## config.mk

```make
export PLATFORM = sky130hd
export DESIGN_NAME = bcd_para_binario_flat
export DESIGN_NICKNAME = d
export VERILOG_FILES = /design/src/rtl/bcd_pkg.sv /design/src/rtl/bcd_para_binario_if.sv /design/src/rtl/bcd_para_binario_corretor_digito.sv /design/src/rtl/bcd_para_binario.sv /design/src/flat_wrapper.sv
export SDC_FILE = /design/constraint.sdc
export NUM_CORES = 1
export LEC_CHECK = 0
export ABC_AREA = 1
export BUFFER_PORTS_ARGS = -buffer_cell sky130_fd_sc_hd__buf_2
export CORE_MARGIN = 2
export CORE_UTILIZATION = 55
export DETAILED_ROUTE_END_ITERATION = 10
export PLACE_DENSITY = 0.75
export SYNTH_ARGS = -nofsm -noshare
export SYNTH_HDL_FRONTEND = slang
export SYNTH_SLANG_ARGS = --single-unit
export TNS_END_PERCENT = 30
```

## constraint.sdc

```tcl
create_clock -name clock -period 1.7 [get_ports clock]
set_clock_uncertainty 0.2 [all_clocks]
set_input_delay 0.085 -clock clock [delete_from_list [all_inputs] [get_ports clock]]
set_output_delay 0.085 -clock clock [all_outputs]
set_load 0.05 [all_outputs]
```

## src/rtl/bcd_pkg.sv

```systemverilog
`default_nettype none
// ============================================================================
// Module   : bcd_pkg
// Purpose  : Shared types and constants for the BCD-to-binary converter.
// Revision : 1.0 - initial release
// ============================================================================
package bcd_pkg;

  localparam int LARGURA_BIN = 11;
  localparam int ITERACOES   = 11;
  localparam logic [LARGURA_BIN-1:0] VALOR_ERRO = 11'h7FF;

  typedef enum logic [1:0] {
    OCIOSO    = 2'd0,
    CONVERTE  = 2'd1,
    CONCLUIDO = 2'd2
  } estado_t;

endpackage
`default_nettype wire

```

## src/rtl/bcd_para_binario_if.sv

```systemverilog
`default_nettype none
// ============================================================================
// Module   : bcd_para_binario_if
// Purpose  : Digit/start request and result bundle of the converter.
// Revision : 1.0 - initial release
// ============================================================================
interface bcd_para_binario_if;
  logic [3:0]  centena;
  logic [3:0]  dezena;
  logic [3:0]  unidade;
  logic        iniciar;
  logic [10:0] binario;
  logic        pronto;
  logic        ocupado;
  logic        erro;

  modport master (output centena, dezena, unidade, iniciar,
                  input  binario, pronto, ocupado, erro);
  modport slave  (input  centena, dezena, unidade, iniciar,
                  output binario, pronto, ocupado, erro);
endinterface
`default_nettype wire

```

## src/rtl/bcd_para_binario_corretor_digito.sv

```systemverilog
`default_nettype none
// ============================================================================
// Module   : corretor_digito
// Purpose  : Reverse double-dabble nibble correction (subtract 3 if >= 8).
// Revision : 1.0 - initial release
// ============================================================================
module corretor_digito (
  input  wire logic [3:0] i_digito,
  output logic      [3:0] o_digito
);
  assign o_digito = (i_digito >= 4'd8) ? (i_digito - 4'd3) : i_digito;
endmodule
`default_nettype wire

```

## src/rtl/bcd_para_binario.sv

```systemverilog
`default_nettype none
// ============================================================================
// Module   : bcd_para_binario
// Purpose  : Sequential 3-digit BCD to 11-bit binary converter (reverse
//            double-dabble, 12-cycle latency). BCD_PARA_BINARIO_VALIDACAO_EN
//            enables digit validation and the erro flag.
// Revision : 1.0 - initial release
// ============================================================================
module bcd_para_binario
  import bcd_pkg::*;
(
  input  wire logic        clock,
  input  wire logic        reset,
  bcd_para_binario_if.slave bus
);

  localparam logic [3:0] c_ITER_FIM = 4'(ITERACOES);

  estado_t                r_estado;
  logic [22:0]            r_desloc;
  logic [3:0]             r_cont;
  logic [LARGURA_BIN-1:0] r_binario;
  logic                   r_pronto;
  logic                   r_ocupado;

  logic [22:0] w_deslocado;
  logic [3:0]  w_cent_corr;
  logic [3:0]  w_dez_corr;
  logic [3:0]  w_uni_corr;
  logic        w_aceita;
  logic        w_invalido_capturado;

  assign w_deslocado = r_desloc >> 1;
  assign w_aceita    = (r_estado != CONVERTE) && bus.iniciar;

  corretor_digito u_corr_cent (.i_digito(w_deslocado[22:19]), .o_digito(w_cent_corr));
  corretor_digito u_corr_dez  (.i_digito(w_deslocado[18:15]), .o_digito(w_dez_corr));
  corretor_digito u_corr_uni  (.i_digito(w_deslocado[14:11]), .o_digito(w_uni_corr));

`ifdef BCD_PARA_BINARIO_VALIDACAO_EN
  logic r_invalido;
  logic r_erro;
  logic w_digito_invalido;

  assign w_digito_invalido = (bus.centena > 4'd9) || (bus.dezena > 4'd9) ||
                             (bus.unidade > 4'd9);
  assign w_invalido_capturado = r_invalido;
  assign bus.erro = r_erro;

  // erro is sticky until the next accepted start
  always_ff @(posedge clock) begin
    if (reset) begin
      r_invalido <= 1'b0;
      r_erro     <= 1'b0;
    end else if (w_aceita) begin
      r_invalido <= w_digito_invalido;
      r_erro     <= 1'b0;
    end else if ((r_estado == CONVERTE) && r_invalido) begin
      r_invalido <= 1'b0;
      r_erro     <= 1'b1;
    end
  end
`else
  assign w_invalido_capturado = 1'b0;
  assign bus.erro = 1'b0;
`endif

  // CONCLUIDO accepts a new start directly to keep the 13-cycle period
  always_ff @(posedge clock) begin
    if (reset) begin
      r_estado  <= OCIOSO;
      r_desloc  <= '0;
      r_cont    <= '0;
      r_binario <= '0;
      r_pronto  <= 1'b0;
      r_ocupado <= 1'b0;
    end else begin
      case (r_estado)
        CONVERTE: begin
          if (w_invalido_capturado) begin
            r_binario <= VALOR_ERRO;
            r_pronto  <= 1'b1;
            r_ocupado <= 1'b0;
            r_estado  <= CONCLUIDO;
          end else if (r_cont == c_ITER_FIM) begin
            r_binario <= r_desloc[LARGURA_BIN-1:0];
            r_pronto  <= 1'b1;
            r_ocupado <= 1'b0;
            r_estado  <= CONCLUIDO;
          end else begin
            r_desloc <= {w_cent_corr, w_dez_corr, w_uni_corr, w_deslocado[10:0]};
            r_cont   <= r_cont + 4'd1;
          end
        end
        default: begin
          r_pronto <= 1'b0;
          if (w_aceita) begin
            r_desloc  <= {bus.centena, bus.dezena, bus.unidade, 11'd0};
            r_cont    <= '0;
            r_ocupado <= 1'b1;
            r_estado  <= CONVERTE;
          end else begin
            r_estado <= OCIOSO;
          end
        end
      endcase
    end
  end

  assign bus.binario = r_binario;
  assign bus.pronto  = r_pronto;
  assign bus.ocupado = r_ocupado;

endmodule
`default_nettype wire
```

## src/flat_wrapper.sv

```systemverilog
// flat-port wrapper written by rule: the top's interface ports become plain ports
module bcd_para_binario_flat import bcd_pkg::*;
  (clock, reset, bus_centena, bus_dezena, bus_unidade, bus_iniciar, bus_binario, bus_pronto, bus_ocupado, bus_erro);
  bcd_para_binario_if bus_i ();
  input  wire logic clock;
  input  wire logic reset;
  input wire logic [$bits(bus_i.centena)-1:0] bus_centena;
  input wire logic [$bits(bus_i.dezena)-1:0] bus_dezena;
  input wire logic [$bits(bus_i.unidade)-1:0] bus_unidade;
  input wire logic [$bits(bus_i.iniciar)-1:0] bus_iniciar;
  output wire logic [$bits(bus_i.binario)-1:0] bus_binario;
  output wire logic [$bits(bus_i.pronto)-1:0] bus_pronto;
  output wire logic [$bits(bus_i.ocupado)-1:0] bus_ocupado;
  output wire logic [$bits(bus_i.erro)-1:0] bus_erro;
  assign bus_i.centena = bus_centena;
  assign bus_i.dezena = bus_dezena;
  assign bus_i.unidade = bus_unidade;
  assign bus_i.iniciar = bus_iniciar;
  assign bus_binario = bus_i.binario;
  assign bus_pronto = bus_i.pronto;
  assign bus_ocupado = bus_i.ocupado;
  assign bus_erro = bus_i.erro;
  bcd_para_binario u_core (.clock(clock), .reset(reset), .bus(bus_i));
endmodule
```

# Yosys cells after proc, flatten, opt, wreduce, memory -nomap -nowiden
# Cells that the tools add are included.
[word_totals]
output_inout_bits = 14
input_bits = 15
romBits = 0
ram_bits = 0
regBits = 42
mem_count = 0
latchBits = 0
[classes]
n_shift = 0
bitwise = 1
eq_ne = 5
n_mul = 0
addsub = 4
magnitude_cmp = 3
n_mux = 15
div = 0
reduce_logical = 6
[ops]
columns = ["cell", "n"]
rows = [
  ["$mux 23", 3],
  ["$mux 4", 6],
  ["$ge 4x4->1 const B", 2],
  ["$sub 4x2->4 const B", 2],
  ["$reduce_and 2->1", 3],
  ["$add 4x1->4 const B", 1],
  ["$eq 4x4->1 const B", 1],
  ["$ge 3x4->1 const B", 1],
  ["$mux 1", 4],
  ["$mux 2", 2],
  ["$ne 2x1->1 const B", 2],
  ["$sub 3x2->4 const B", 1],
  ["$eq 2x1->1 const B", 1],
  ["$ne 2x2->1 const B", 1],
  ["$reduce_bool 2->1", 1],
  ["$reduce_or 2->1", 1],
  ["$logic_and 1x1->1", 1],
  ["$not 1->1", 1],
]

# Logic depth before layout (Yosys ltp)
[logic_depth]
word_depth = 4
depth_mapped = 8
ltp_nobuf = 8

# Modules after synthesis
# A second synthesis with hierarchy kept.
[hier_totals]
hier_cells = 298
hier_area_um2 = 2098.3
[modules_own_cells]
columns = ["module", "seq_area_each_um2", "instances", "area_each_um2", "cells_per_inst"]
rows = [
  ["bcd_para_binario", 840.8, 1, 1831.8, 250],
  ["corretor_digito", 0.0, 3, 88.8, 16],
]

# Worst setup path before layout
# No wires, ideal clock.
[synth_path]
kind = "register -> register"
from = "register u_core.r_cont[0]"
to = "register u_core.r_binario[0] (netlist: u_core.bus.binario[0])"
path_slack_ns = 0.216
setup_ns = 0.114
arrival_time_ns = 1.171
path_stages_with_launch = 8
t_required_ns = 1.386
synth_period_minus_slack_ns = 1.484
n_path_buf = 1
path_cell_list = "dfxtp_1 ha_1 nand2_1 nor2_1 nand2_1 buf_2 nand3_1 nand2_1"
[synth_via]
elab_chain_cells = 2
[synth_lines]
columns = ["element", "line", "source"]
rows = [
  ["from (decl)", "bcd_para_binario.sv:21", "logic [3:0] r_cont;"],
  ["from (signal assigned)", "bcd_para_binario.sv:92", "r_cont <= r_cont + 4'd1;"],
  ["$eq 4x4->1", "bcd_para_binario.sv:85", "end else if (r_cont == c_ITER_FIM) begin"],
  ["$reduce_and 2->1 (no source line)", "-", ""],
  ["to (signal assigned)", "bcd_para_binario.sv:86", "r_binario <= r_desloc[LARGURA_BIN-1:0];"],
  ["to (decl)", "bcd_para_binario.sv:22", "logic [LARGURA_BIN-1:0] r_binario;"],
]
# No other way between the ends.
# A chain may end at the register's enable or synchronous reset.

# Final worst setup path
[layout_path]
from = "register u_core.r_cont[0]"
to = "register u_core.r_cont[0]"
[layout_via]
elab_chain_cells = 3
elab_cells_between_ends = 6
cone_classes = "add/sub (1); eq/ne (2); mux (2); reduce/logical (1)"
[layout_lines]
columns = ["element", "line"]
rows = [
  ["$add 4x1->4 or $eq 4x4->1 (tied branches)", "bcd_para_binario.sv:92, bcd_para_binario.sv:85"],
  ["$mux 4 or $ne 2x2->1 (tied branches)", "-"],
  ["$mux 4 or $reduce_and 2->1 (tied branches)", "-"],
]
# Parallel ways exist; a longest one is shown, timed or not. The select of a mux whose other input is x is not followed.

==> results by group <==
Outcome
  • Outcome: completed

Die
  • Die width: about 63 um
  • Core area: about 0.0033 sq mm
  • Die area: 0.00395 sq mm
  • Initial core utilization: between 50 and 60%
  • DIE HEIGHT: between 60 and 70 um
  • # rows: 21
  • Number of I/O pins: 29

Routing
  • Via density: between 4 and 5
  • Routed vias: ~1,800
  • DR pass1 iterations: 4
  • DRT Wirelength: 4100 um
  • DR WL/cell: 11.2 um
  • DRT antenna net count: 0
  • DRC viols: 0
  • DR iter-0 viols: around 130

Setup path
  • CP Cell Sequence: ha_2 > nand3_2 > nand2_2 > nand2_4 > clkinvlp_4 > nor2_1 > nor2_1
  • Critical path's slowest cell: dfxtp_2
  • Critical path's largest stage delay: 0.36 ns
  • Setup Crit Path Kind: reg2reg
  • Reg2reg end: u_core.r_cont[0]
  • Buffers & Inverters on Critical Path: 1
  • Crit path DAT: between 1.5 and 2 ns
  • Reg2Reg Setup Slack: approximately 0.10 ns
  • Instance count on the critical path: 7
  • WP data required: ~1.8 ns
  • Most used cell, CP: nor2_1
  • R2R cell count: 7
  • Crit Path Max Fanout: 6
  • Critical path startpoint category: register
  • Worst Setup EP: u_core.r_cont[0]
  • Top cell family by delay on the critical path: simple AND/OR/NAND/NOR gates
  • Setup crit end kind: register
  • CP startpoint: u_core.r_cont[0]
  • Critical R2R Launch: u_core.r_cont[0]

Power
  • Reg power frac: about 57%
  • Clock Power Share: ~27%
  • Switch Pwr: ~550 uW
  • Worst VDD drop: slightly above 600 uV
  • Switching share of power: between 20% and 30%
  • Comb pwr share: 16.4%
  • Pint: 1.30 mW
  • Final Total Pwr: roughly 1.9 mW
  • LEAKAGE: 1.17 nW
  • Pwr per Cell Area: slightly below 800 mW/mm^2

Synth
  • Syn nets: slightly below 300
  • Cell taking the most area after synthesis: dfxtp_1
  • Asr flop ratio synth: 0%
  • Syn. warnings: 0
  • Mean area per synthesized cell: about 7 sq um
  • Mapped cell area: between 0.0015 and 0.002 sq mm
  • Synth Register Bits: 42
  • Post-Syn Instances: ~270
  • Dominant cells by area after synthesis: dfxtp_1, nand2_1, nand3_1, nor2_1, ha_1
  • Sequential fraction of the synthesis area: between 40 and 50%
  • Top FF cell, synth: dfxtp_1
  • Yosys top cell area share: between 40 and 50%
  • Number of synthesized flops with an enable pin: 0
  • Unique masters post-synth: 22

Finish
  • Final nets: 338
  • Share of cells above drive strength 1: 19.7%
  • Antenna diodes: 0
  • Post-route insts no fill: ~370
  • P&R area growth vs syn: 22.4%

GRT
  • GRT Util Overall: between 20% and 30%
  • Overflow after GRT: 0
  • Largest net degree at the start of global routing: 21
  • Vias in the first global route: approximately 1,800
  • Antenna violations before repair: 0
  • First-pass GRT wire length: about 7400 um

Clock network
  • CTS Buf Count: 5
  • Clock slew at reported path FFs: roughly 0.13 ns
  • CTS sink cnt: 42
  • Clock latency at the later pin of the worst-skew pair: around 0.36 ns
  • CTS tree: done
  • Postcts setup bufs: 0
  • H-tree Lvls: 2
  • Clock Tree Buf Depth: 2
  • Clk root buf: clkbuf_4

STA
  • Final Cycle Share: between 90% and 100%
  • Final hold slack: roughly 0.27 ns
  • Min Tclk post-route: around 1.6 ns
  • Fin. Hold Viols: 0
  • Max-slew violations: 0
  • RSZ-0062 raised after global routing: false
  • Setup Viol. Count Final: 0
  • Fmax: 627 MHz

Hold path
  • Hold Crit Class: reg2reg

Place
  • Inst Count DP: around 340
  • DP Wirelength: about 2700 um
  • I/O Buffers: 27
  • Placer Congestion: between 0.8 and 0.9

Run
  • Max-cap viol count: 0
cell usage after synthesis (2+ instances only):
library cell and instances:
nand3_1 43, buf_2 10, a21oi_1 7, nand2_2 3
dfxtp_1 42, o211ai_1 2, inv_1 16, nand3b_1 2
inv_2 2, buf_4 2, ha_1 5, nand2_1 113
nor2_1 17
repair_timing:
item                                   CTS  global route
pin swaps                                0             3
setup endpoints to repair               12            37
hold buffers                            14             0
gates resized for setup                  1             9
endpoints found under the hold margin   19             0
gates cloned                             0             1
how the worst min path moves through the flow:
stage / cells after the start / endpoint / start / slack, ns
2_1_floorplan: 2 / u_core.r_desloc[22] / bus_iniciar / 0.05
3_3_place_gp: 3 / u_core.r_desloc[22] / bus_centena[3] / 0.16
3_5_place_dp: 3 / u_core.r_desloc[22] / bus_centena[3] / 0.17
4_1_cts: 2 / u_core.r_desloc[11] / u_core.r_desloc[11] / 0.27
5_1_grt: 2 / u_core.r_desloc[22] / u_core.r_desloc[22] / 0.30
6_report: 2 / u_core.r_desloc[11] / u_core.r_desloc[11] / 0.27
logic make-up after synthesis:
family	synth area share, %
buffers and inverters	7.55
adders and majority gates	3.28
AOI/OAI and AO/OA	3.35
and+or+nand+nor	41.5
other	0.197
DFF	44.1
power by group through the flow:
stage	Sequential (mW)	Combinational (mW)	Clock, mW
detailed placement	1.07	0.264	0
finish	1.05	0.304	0.497
global placement	1.07	0.259	0
CTS	1.05	0.290	0.510
global route	1.06	0.350	0.548
floorplan	1.07	0.193	0
flip-flops by register name (all words and copies together), names as in the netlist:
name / flops
u_core.r_desloc: 23
u_core.r_cont: 4
u_core.r_estado: 2
u_core.bus.binario: 11
u_core.bus.pronto: 1
u_core.bus.ocupado: 1
placed cells by master (no fill, tap or decap), types with 3 or more instances in the layout:
master / count
buf_4: 9
dfxtp_1: 41
nor2_4: 3
nor2_2: 3
nand2_1: 112
dlygate4sd3_1: 14
a21oi_1: 7
ha_1: 4
inv_1: 15
buf_2: 27
nand3_1: 42
clkbuf_4: 5
nor2_1: 14
nand2_2: 3
area by class of cell:
type	instances	area, sq um
fill	310	1000
multi-input combinational	201	961
sequential	42	842
timing repair buffer	50	343
inverter	18	71.3
tap	46	57.6
clock buffer	5	37.5
clock inverter	3	21.3
worst min-delay path, stage by stage (launching register included):
cell,delay (ns)
dfxtp_1,0.34
nand2_1,0.06
nand2_1,0.04
metal layers:
metal	GRT usage [%]	routed length, um
met1	29.7	1960
met5	0	0
met4	8.33	78
met2	38.7	1880
met3	6.13	186
stage by stage:
step                      util (%)  setup WS [ns]  setup TNS [ns]  instance area, sq um
after floorplan                  -          0.216               0                  1910
after global placement        62.7         0.0474               0                  2090
after detailed placement      62.7        -0.0568          -0.420                  2090
after CTS                     68.7         0.0120               0                  2290
after global routing          69.9        0.00827               0                  2330
final                         69.9          0.104               0                  2330
No activity file was read; power rests on OpenSTA's default activity.
